==> src/rtl/uart_rx_cfg.sv <==
// rtl/uart_rx_cfg.sv - configurable UART receiver with majority vote and FWFT FIFO; optional break detect via UART_RX_BREAK_DETECT_EN
module uart_rx_cfg #(
   parameter int CLK_FREQ_HZ = 100000000,
   parameter int BAUD_RATE   = 115200,
   parameter int DATA_BITS   = 8,
   parameter int PARITY      = 0,
   parameter int STOP_BITS   = 1,
   parameter int FIFO_DEPTH  = 16,
   parameter int SYNC_STAGES = 2
) (
   input  logic                        clk,
   input  logic                        rst,
   input  logic                        bit_in,
   output logic [DATA_BITS-1:0]        byte_out_data,
   output logic                        byte_out_parity_err,
   output logic                        byte_out_frame_err,
   output logic                        byte_out_valid,
   input  logic                        byte_out_ready,
   output logic [$clog2(FIFO_DEPTH):0] fifo_count,
   output logic                        overflow
`ifdef UART_RX_BREAK_DETECT_EN
   ,
   output logic                        break_det
`endif
);
   localparam int TICKS = CLK_FREQ_HZ / BAUD_RATE;
   localparam int MID   = (TICKS - 1) / 2;
   localparam int CW    = $clog2(TICKS + 1);
   localparam int AW    = $clog2(FIFO_DEPTH);
   localparam int EW    = DATA_BITS + 2;
   localparam logic [CW-1:0] D_START   = CW'(MID + 1);
   localparam logic [CW-1:0] D_BIT     = CW'(TICKS - 1);
   localparam logic [3:0]    LAST_BIT  = 4'(DATA_BITS - 1);
   localparam logic          LAST_STOP = 1'(STOP_BITS - 1);
   localparam logic          ODD       = (PARITY == 1);

   if (TICKS < 8 || DATA_BITS < 5 || DATA_BITS > 9 || PARITY < 0 || PARITY > 2 ||
       STOP_BITS < 1 || STOP_BITS > 2 || FIFO_DEPTH < 2 ||
       (FIFO_DEPTH & (FIFO_DEPTH - 1)) != 0 || SYNC_STAGES < 2) begin : g_bad_params
      $error("uart_rx_cfg: illegal parameter combination");
   end

   typedef enum logic [2:0] {S_IDLE, S_START, S_DATA, S_PARITY, S_STOP} state_t;

   logic [SYNC_STAGES-1:0] sync_q, fill_q;
   logic                   rx_s;
   state_t                 state_q, state_d;
   logic [CW-1:0]          cnt_q, cnt_d, dtick;
   logic [1:0]             samp_q, samp_d;
   logic [3:0]             bidx_q, bidx_d;
   logic [DATA_BITS-1:0]   shift_q, shift_d;
   logic                   par_q, par_d, perr_q, perr_d, ferr_q, ferr_d;
   logic                   stop_q, stop_d, armed_q, armed_d;
   logic                   at_d, maj, ferr_now, push_req;
   logic [EW-1:0]          push_ent;
`ifdef UART_RX_BREAK_DETECT_EN
   logic                   brk_q, brk_d, brk_now, brk_pulse, break_q;
`endif

   // Synchroniser; fill_q flags when rx_s holds real line samples rather than reset ones,
   // so a line held low through reset cannot arm the receiver.
   always_ff @(posedge clk) begin
      if (rst) begin
         sync_q <= '1;
         fill_q <= '0;
      end else begin
         sync_q <= {sync_q[SYNC_STAGES-2:0], bit_in};
         fill_q <= {fill_q[SYNC_STAGES-2:0], 1'b1};
      end
   end
   assign rx_s = sync_q[SYNC_STAGES-1];

   // Receiver state register
   always_ff @(posedge clk) begin
      if (rst) begin
         state_q <= S_IDLE;
         cnt_q   <= '0;
         samp_q  <= '0;
         bidx_q  <= '0;
         shift_q <= '0;
         par_q   <= 1'b0;
         perr_q  <= 1'b0;
         ferr_q  <= 1'b0;
         stop_q  <= 1'b0;
         armed_q <= 1'b0;
      end else begin
         state_q <= state_d;
         cnt_q   <= cnt_d;
         samp_q  <= samp_d;
         bidx_q  <= bidx_d;
         shift_q <= shift_d;
         par_q   <= par_d;
         perr_q  <= perr_d;
         ferr_q  <= ferr_d;
         stop_q  <= stop_d;
         armed_q <= armed_d;
      end
   end

   // Next state: bit timing, 3-sample vote at D-2..D, character assembly and push request
   always_comb begin
      state_d  = state_q;
      cnt_d    = cnt_q;
      samp_d   = samp_q;
      bidx_d   = bidx_q;
      shift_d  = shift_q;
      par_d    = par_q;
      perr_d   = perr_q;
      ferr_d   = ferr_q;
      stop_d   = stop_q;
      armed_d  = armed_q | (rx_s & fill_q[SYNC_STAGES-1]);
      push_req = 1'b0;
      dtick    = (state_q == S_START) ? D_START : D_BIT;
      at_d     = (cnt_q == dtick);
      maj      = (samp_q[0] & samp_q[1]) | (rx_s & (samp_q[0] | samp_q[1]));
      ferr_now = ferr_q | ~maj;
      push_ent = {ferr_now, perr_q, shift_q};
`ifdef UART_RX_BREAK_DETECT_EN
      brk_d     = brk_q;
      brk_now   = stop_q ? brk_q : (brk_q & ~maj);
      brk_pulse = 1'b0;
`endif
      if (state_q != S_IDLE) begin
         cnt_d = at_d ? '0 : cnt_q + CW'(1);
         if (cnt_q == dtick - CW'(2)) samp_d[0] = rx_s;
         if (cnt_q == dtick - CW'(1)) samp_d[1] = rx_s;
      end
      unique case (state_q)
         S_IDLE: begin
            cnt_d = '0;
            if (armed_q && !rx_s) state_d = S_START;
         end
         S_START: if (at_d) begin
            if (!maj) begin
               state_d = S_DATA;
               bidx_d  = '0;
               par_d   = 1'b0;
               perr_d  = 1'b0;
               ferr_d  = 1'b0;
               stop_d  = 1'b0;
`ifdef UART_RX_BREAK_DETECT_EN
               brk_d   = 1'b1;
`endif
            end else begin
               state_d = S_IDLE;
            end
         end
         S_DATA: if (at_d) begin
            shift_d = {maj, shift_q[DATA_BITS-1:1]};
            par_d   = par_q ^ maj;
            bidx_d  = bidx_q + 4'd1;
`ifdef UART_RX_BREAK_DETECT_EN
            brk_d   = brk_q & ~maj;
`endif
            if (bidx_q == LAST_BIT) state_d = (PARITY != 0) ? S_PARITY : S_STOP;
         end
         S_PARITY: if (at_d) begin
            perr_d  = par_q ^ maj ^ ODD;
`ifdef UART_RX_BREAK_DETECT_EN
            brk_d   = brk_q & ~maj;
`endif
            state_d = S_STOP;
         end
         S_STOP: if (at_d) begin
            ferr_d = ferr_now;
`ifdef UART_RX_BREAK_DETECT_EN
            brk_d  = brk_now;
`endif
            if (stop_q == LAST_STOP) begin
               state_d = S_IDLE;
               if (ferr_now) armed_d = 1'b0;
`ifdef UART_RX_BREAK_DETECT_EN
               brk_pulse = brk_now;
               push_req  = ~brk_now;
`else
               push_req  = 1'b1;
`endif
            end else begin
               stop_d = 1'b1;
            end
         end
         default: state_d = S_IDLE;
      endcase
   end

`ifdef UART_RX_BREAK_DETECT_EN
   // Break tracking and one-cycle break indication
   always_ff @(posedge clk) begin
      if (rst) begin
         brk_q   <= 1'b0;
         break_q <= 1'b0;
      end else begin
         brk_q   <= brk_d;
         break_q <= brk_pulse;
      end
   end
   assign break_det = break_q;
`endif

   logic [EW-1:0] mem_q [FIFO_DEPTH];
   logic [AW-1:0] wr_ptr_q, rd_ptr_q;
   logic [AW:0]   count_q;
   logic          full, pop, do_push, ovf_q;
   logic [EW-1:0] head;

   assign full    = (count_q == (AW+1)'(FIFO_DEPTH));
   assign pop     = (count_q != '0) && byte_out_ready;
   assign do_push = push_req && (!full || pop);

   // FIFO storage, written only on accepted pushes
   always_ff @(posedge clk) begin
      if (do_push) mem_q[wr_ptr_q] <= push_ent;
   end

   // FIFO pointers, occupancy and drop indication
   always_ff @(posedge clk) begin
      if (rst) begin
         wr_ptr_q <= '0;
         rd_ptr_q <= '0;
         count_q  <= '0;
         ovf_q    <= 1'b0;
      end else begin
         if (do_push) wr_ptr_q <= wr_ptr_q + AW'(1);
         if (pop)     rd_ptr_q <= rd_ptr_q + AW'(1);
         if (do_push && !pop)      count_q <= count_q + (AW+1)'(1);
         else if (!do_push && pop) count_q <= count_q - (AW+1)'(1);
         ovf_q <= push_req && !do_push;
      end
   end

   assign head                = mem_q[rd_ptr_q];
   assign byte_out_valid      = (count_q != '0);
   assign byte_out_data       = byte_out_valid ? head[DATA_BITS-1:0] : '0;
   assign byte_out_parity_err = byte_out_valid & head[DATA_BITS];
   assign byte_out_frame_err  = byte_out_valid & head[DATA_BITS+1];
   assign fifo_count          = count_q;
   assign overflow            = ovf_q;
endmodule

==> config.mk <==
export PLATFORM = sky130hd
export DESIGN_NAME = uart_rx_cfg
export DESIGN_NICKNAME = d
export VERILOG_FILES = /design/src/rtl/uart_rx_cfg.sv
export SDC_FILE = /design/constraint.sdc
export NUM_CORES = 1
export LEC_CHECK = 0
export CAP_MARGIN = 15
export CORE_MARGIN = 1
export CORE_UTILIZATION = 60
export CTS_BUF_LIST = sky130_fd_sc_hd__clkbuf_8
export CTS_CLUSTER_DIAMETER = 50
export DETAILED_ROUTE_END_ITERATION = 10
export GPL_ROUTABILITY_DRIVEN = 0
export PLACE_DENSITY_LB_ADDON = 0.3
export SLEW_MARGIN = 0
export SYNTH_ARGS = -nofsm -noshare
export SYNTH_HDL_FRONTEND = slang
export SYNTH_SLANG_ARGS = --single-unit
==> constraint.sdc <==
create_clock -name clk -period 10.1 [get_ports clk]
set_input_delay 1.01 -clock clk [delete_from_list [all_inputs] [get_ports clk]]
set_output_delay 1.01 -clock clk [all_outputs]
set_load 0.05 [all_outputs]
# [Word-level counts from Yosys, hierarchy flattened]
# Memories as Yosys holds them, arrays and structs flattened. A register that Yosys moved wholly into a read port is not among the register bits.
# Cells that the tools add are included.
[classes] n_addsub=8 n_eq_ne=17 n_mux=40 bitwise=11 reduce_logical=26
[ops] op="10-bit == test" count=3
[ops] op="3-bit two-way mux" count=7
[ops] op="10-bit two-way mux" count=2
[ops] op="4-bit two-way mux" count=5
[ops] op="1-bit two-way mux" count=16
[ops] op="2-bit != test, second input constant" count=8
[ops] op="3-bit one-hot mux with 5 select lines" count=1
[ops] op="4-bit by 1-bit adder with 4-bit output, second input constant" count=3
[ops] op="4-bit AND reduction" count=3
[ops] op="10-bit by 1-bit adder with 10-bit output, second input constant" count=1
[ops] op="5-bit two-way mux" count=2
[ops] op="10-bit by 1-bit subtractor with 10-bit output, second input constant" count=1
[ops] op="10-bit by 2-bit subtractor with 10-bit output, second input constant" count=1
[ops] op="8-bit two-way mux" count=1
[ops] op="1-bit one-hot mux with 2 select lines" count=4
[ops] op="4-bit one-hot mux with 2 select lines" count=1
[ops] op="2-bit nonzero test" count=4
[ops] op="7-bit AND reduction" count=1
[ops] op="3-bit by 2-bit == test with 1-bit output, second input constant" count=2
[ops] op="1-bit logical AND" count=6
[ops] op="2-bit AND reduction" count=3
[ops] op="5-bit by 1-bit adder with 5-bit output, second input constant" count=1
[ops] op="1-bit AND" count=5
[ops] op="5-bit == test, second input constant" count=1
[ops] op="other kinds (14)" count=20
[word_totals] register_bits=50 mem_bits_rw=160 inputBits=4 elab_cells=121 mem_count=1
[mem_list] name="mem_q" depth=16 word_bits=10 read_ports=1 rd_clocked_by_memory_dff=1 write_ports=1 line_no="200" source="logic [EW-1:0] mem_q [FIFO_DEPTH];"

# [Depth between registers and ports, before layout]
[logic_depth] ltp_word=10 ltp_mapped=15 depth_no_buf=12

# [Worst setup path after synthesis]
# No wires, ideal clock.
[synth_timing] path_type="flip-flop to output port" start="register count_q[0] (netlist: fifo_count[0])" end="output byte_out_data[6]" t_arrival_ns=2.653 path_slack_ns=6.437 stages_incl_launch_ff=6 n_path_buf=1 path_cell_list="dfxtp_1 > nor4_1 > nand2b_1 > clkbuf_1 > nand2_1 > o22ai_1"
[synth_between] elab_chain_cells=2
[synth_rtl] item="from (decl)" line_no="202" source="logic [AW:0] count_q;"
[synth_rtl] item="from (signal assigned)" line_no="225" source="if (do_push && !pop) count_q <= count_q + (AW+1)'(1);"
[synth_rtl] item="from (signal assigned)" line_no="226" source="else if (!do_push && pop) count_q <= count_q - (AW+1)'(1);"
[synth_rtl] item="5-bit nonzero test" line_no="232" source="assign byte_out_valid = (count_q != '0);"
[synth_rtl] item="net byte_out_valid" line_no="17" source="output logic byte_out_valid,"
[synth_rtl] item="8-bit two-way mux" line_no="233" source="assign byte_out_data = byte_out_valid ? head[DATA_BITS-1:0] : '0;"
[synth_rtl] item="to (decl)" line_no="14" source="output logic [DATA_BITS-1:0] byte_out_data,"
# The timed path passes the listed nets, and every way through them passes these cells.

==> flow_summary.yaml <==
outcome:
  status: "completed"
setup_path:
  arrival_ps: 3210
  crit_type: "register to output port"
  path_max_fanout: 40
  max_stage_delay_ps: 740
  start_kind: "register"
  slowest_stage: "clkdlybuf4s50_1"
  cp-end-kind: "output port"
  crit_required_ps: 9090
  path_cells: "buf_4, mux4_2, mux2i_1, o22ai_1, clkdlybuf4s50_1"
power:
  power.density_nw_per_um2: 165
  p_leak_nw: 3.17
  vdd.ir_drop.worst_mv: 0.115
  total_power_mw: 1.59
logic_synthesis:
  netlist_area_um2: 8710
  syn_area_per_cell_um2: 16.2
  ys_seq_elements: 213
  ys_warn_count: 0
  synth.distinct_cells: 59
  synthArstFlopShare_pct: 0
  yosysSeqAreaShare_pct: 67.3
  synthCells: 539
  synth_ff_type: "edfxtp_1"
  synth_nets: 556
  synth_edf_count: 160
cts:
  insertion_delay_ps: 500
  clock_path_buffers: 3
  cts-resized-gates: 0
  post_cts_buffers: 0
  postCtsHoldBufs: 0
  cts.reportedPaths.clkPinSlew_ps: 60
  cts_made_buffers: 34
  cts_sinks: 213
  cts_tree: "done"
  h-tree-depth: 2
  cts_root_buffer: "clkbuf_8"
routing:
  drt_iter0_markers: 339
  wl_per_cell_um: 20.6
  drc: 0
  first_pass_iters: 4
  vias_per_cell: 6.03
  ant_nets: 0
  vias: 4694
  wl_um: 16100
layout:
  final_nets: 590
  final_util_pct: 68.7
  fillers: 940
  drive_gt1_share_pct: 17.7
  antenna_cells: 0
  layoutNonFillerInstCount: 778
  area_growth_pct: 10.8
sta:
  skew_ps: 12.3
  fmax_mhz: 237
  slew_violations: 0
  setup_slack_ps: 5880
  hold_viol: 0
  fin_tns_setup_ps: 0
  relSlewSlack_pct: 23.0
  rsz0062_at_grt: "false"
  setup_viol: 0
  timing.final.crit_share_pct: 41.8
  worstMarginPinSlew_ps: 1150
  min_period_ps: 4220
die:
  die_y_um: 123
  core_area_um2: 14000
  io_pins: 21
  rows: 43
  die_w_um: 123
  start_util_pct: 62.0
  dieArea_um2: 15000
placed_design:
  hpwl_um: 9840
  io_buffers: 20
  dp_cells: 716
  post-place-ws_ps: 6150
flow_run:
  max_cap_viol_count: 0
global_route:
  grt.total_usage_pct: 23.2
  grt_antenna_before_repair: 0
  grt_pass1_vias: 4979
  grt_max_degree: 41
  grt_pass1_wl_um: 25600
  overflow: 0
min_path:
  hp-class: "register to register"
==> power breakdown <==
| group | internal (mW) | leakage [nW] | switching [mW] |
|---|---|---|---|
| logic | 0.00279 | 0.933 | 0.00413 |
| registers | 0.929 | 1.90 | 0.000831 |
| clock network | 0.339 | 0.338 | 0.316 |
==> worst max-delay path: cells and delay by family (launching register included) <==
kind                   cells  cell delay [ps]
DFF                        1              320
AOI/OAI and AO/OA          1              160
muxes                      2              830
buffers and inverters      2             1360
==> state kept, by name, summed over array words and instances, names as in the netlist, named ones only <==
name / count
armed_q: 1
rd_ptr_q: 4
mem_q: 160
bidx_q: 4
par_q: 1
sync_q: 2
cnt_q: 10
samp_q: 2
wr_ptr_q: 4
state_q: 3
perr_q: 1
fifo_count: 5
overflow: 1
fill_q: 2
shift_q: 8
ferr_q: 1
==> final cells by class <==
cell class                      count  area [um^2]  share of cell area, %
Tap cell                          180          225                   2.33
Clock inverter                     24          104                   1.08
Sequential cell                   213         5870                   60.8
Inverter                           10         37.5                  0.389
Multi-Input combinational cell    288         2660                   27.6
Clock buffer                       37          509                   5.28
Timing Repair Buffer               26          249                   2.58
==> routing by layer <==
layer,global-route usage [%],wire [um],vias up
li1,-,-,2165
met1,29.6,6830,2375
met2,39.0,8040,128
met3,5.16,852,26
met4,8.77,327,0
met5,0,0,-
==> through the flow <==
stage / hold WS, ps / instance area, um^2
floorplan: 389 / 8710
global placement: 397 / 9030
detailed placement: 396 / 9030
CTS: 410 / 9640
global route: 416 / 9650
finish: 408 / 9650
==> kinds of logic after synthesis <==
group	after synthesis	synth area share, %
buffers and inverters	38	2.13
adder cells (fa/ha/maj)	14	2.07
flip-flops	213	67.3
AND/OR/NAND/NOR	132	8.60
AO/OA/AOI/OAI	52	4.02
multiplexers	73	14.1
XOR/XNOR	17	1.71
==> cells in the final DEF, fill, tap and decap left out, drive strengths merged, types with 13 or more instances in the layout <==
cell,instances
edfxtp,160
clkdlybuf4s50,20
and3,16
inv,19
mux2i,32
nand2,13
mux4,40
a21oi,16
nor2,41
clkbuf,37
dfxtp,53
==> Yosys cell counts (2+ instances only) <==
cell type | count | share of area, %
edfxtp_1 | 160 | 55
dfxtp_1 | 53 | 12
nor2_1 | 41 | 1.8
mux4_2 | 40 | 10
mux2i_1 | 32 | 3.7
a21oi_1 | 16 | 0.92
and3_1 | 16 | 1.1
clkbuf_1 | 16 | 0.69
ha_1 | 12 | 1.7
nand2_1 | 12 | 0.52
xor2_1 | 12 | 1.2
nand3_1 | 11 | 0.63
o22ai_1 | 10 | 0.72
inv_1 | 9 | 0.39
nor2b_1 | 8 | 0.57
buf_2 | 7 | 0.40
or3_1 | 6 | 0.43
nand2b_1 | 5 | 0.36
nor3_1 | 5 | 0.29
o21ai_0 | 5 | 0.29
xnor2_1 | 5 | 0.50
buf_6 | 4 | 0.52
nand3b_1 | 4 | 0.34
and2_1 | 3 | 0.22
and4bb_2 | 3 | 0.43
o211ai_1 | 3 | 0.26
o31ai_1 | 3 | 0.26
a211oi_1 | 2 | 0.17
nand4_1 | 2 | 0.14
nor4_1 | 2 | 0.14
o2111ai_1 | 2 | 0.20
o21ai_2 | 2 | 0.20
or2_2 | 2 | 0.14
==> final timing paths <==
check,start,to,slack (ps),depth (start not counted)
setup reg to reg,state_q[2]$_SDFFE_PP0P_,fifo_count[4]$_SDFFE_PP0P_,6480,12
setup / recovery,register,byte_out_data[7],5880,5
hold / removal,sync_q[0]$_SDFF_PP1_,sync_q[1]$_SDFF_PP1_,410,1
hold reg to reg,sync_q[0]$_SDFF_PP1_,sync_q[1]$_SDFF_PP1_,410,1
Power figures use the tool's default switching activity.
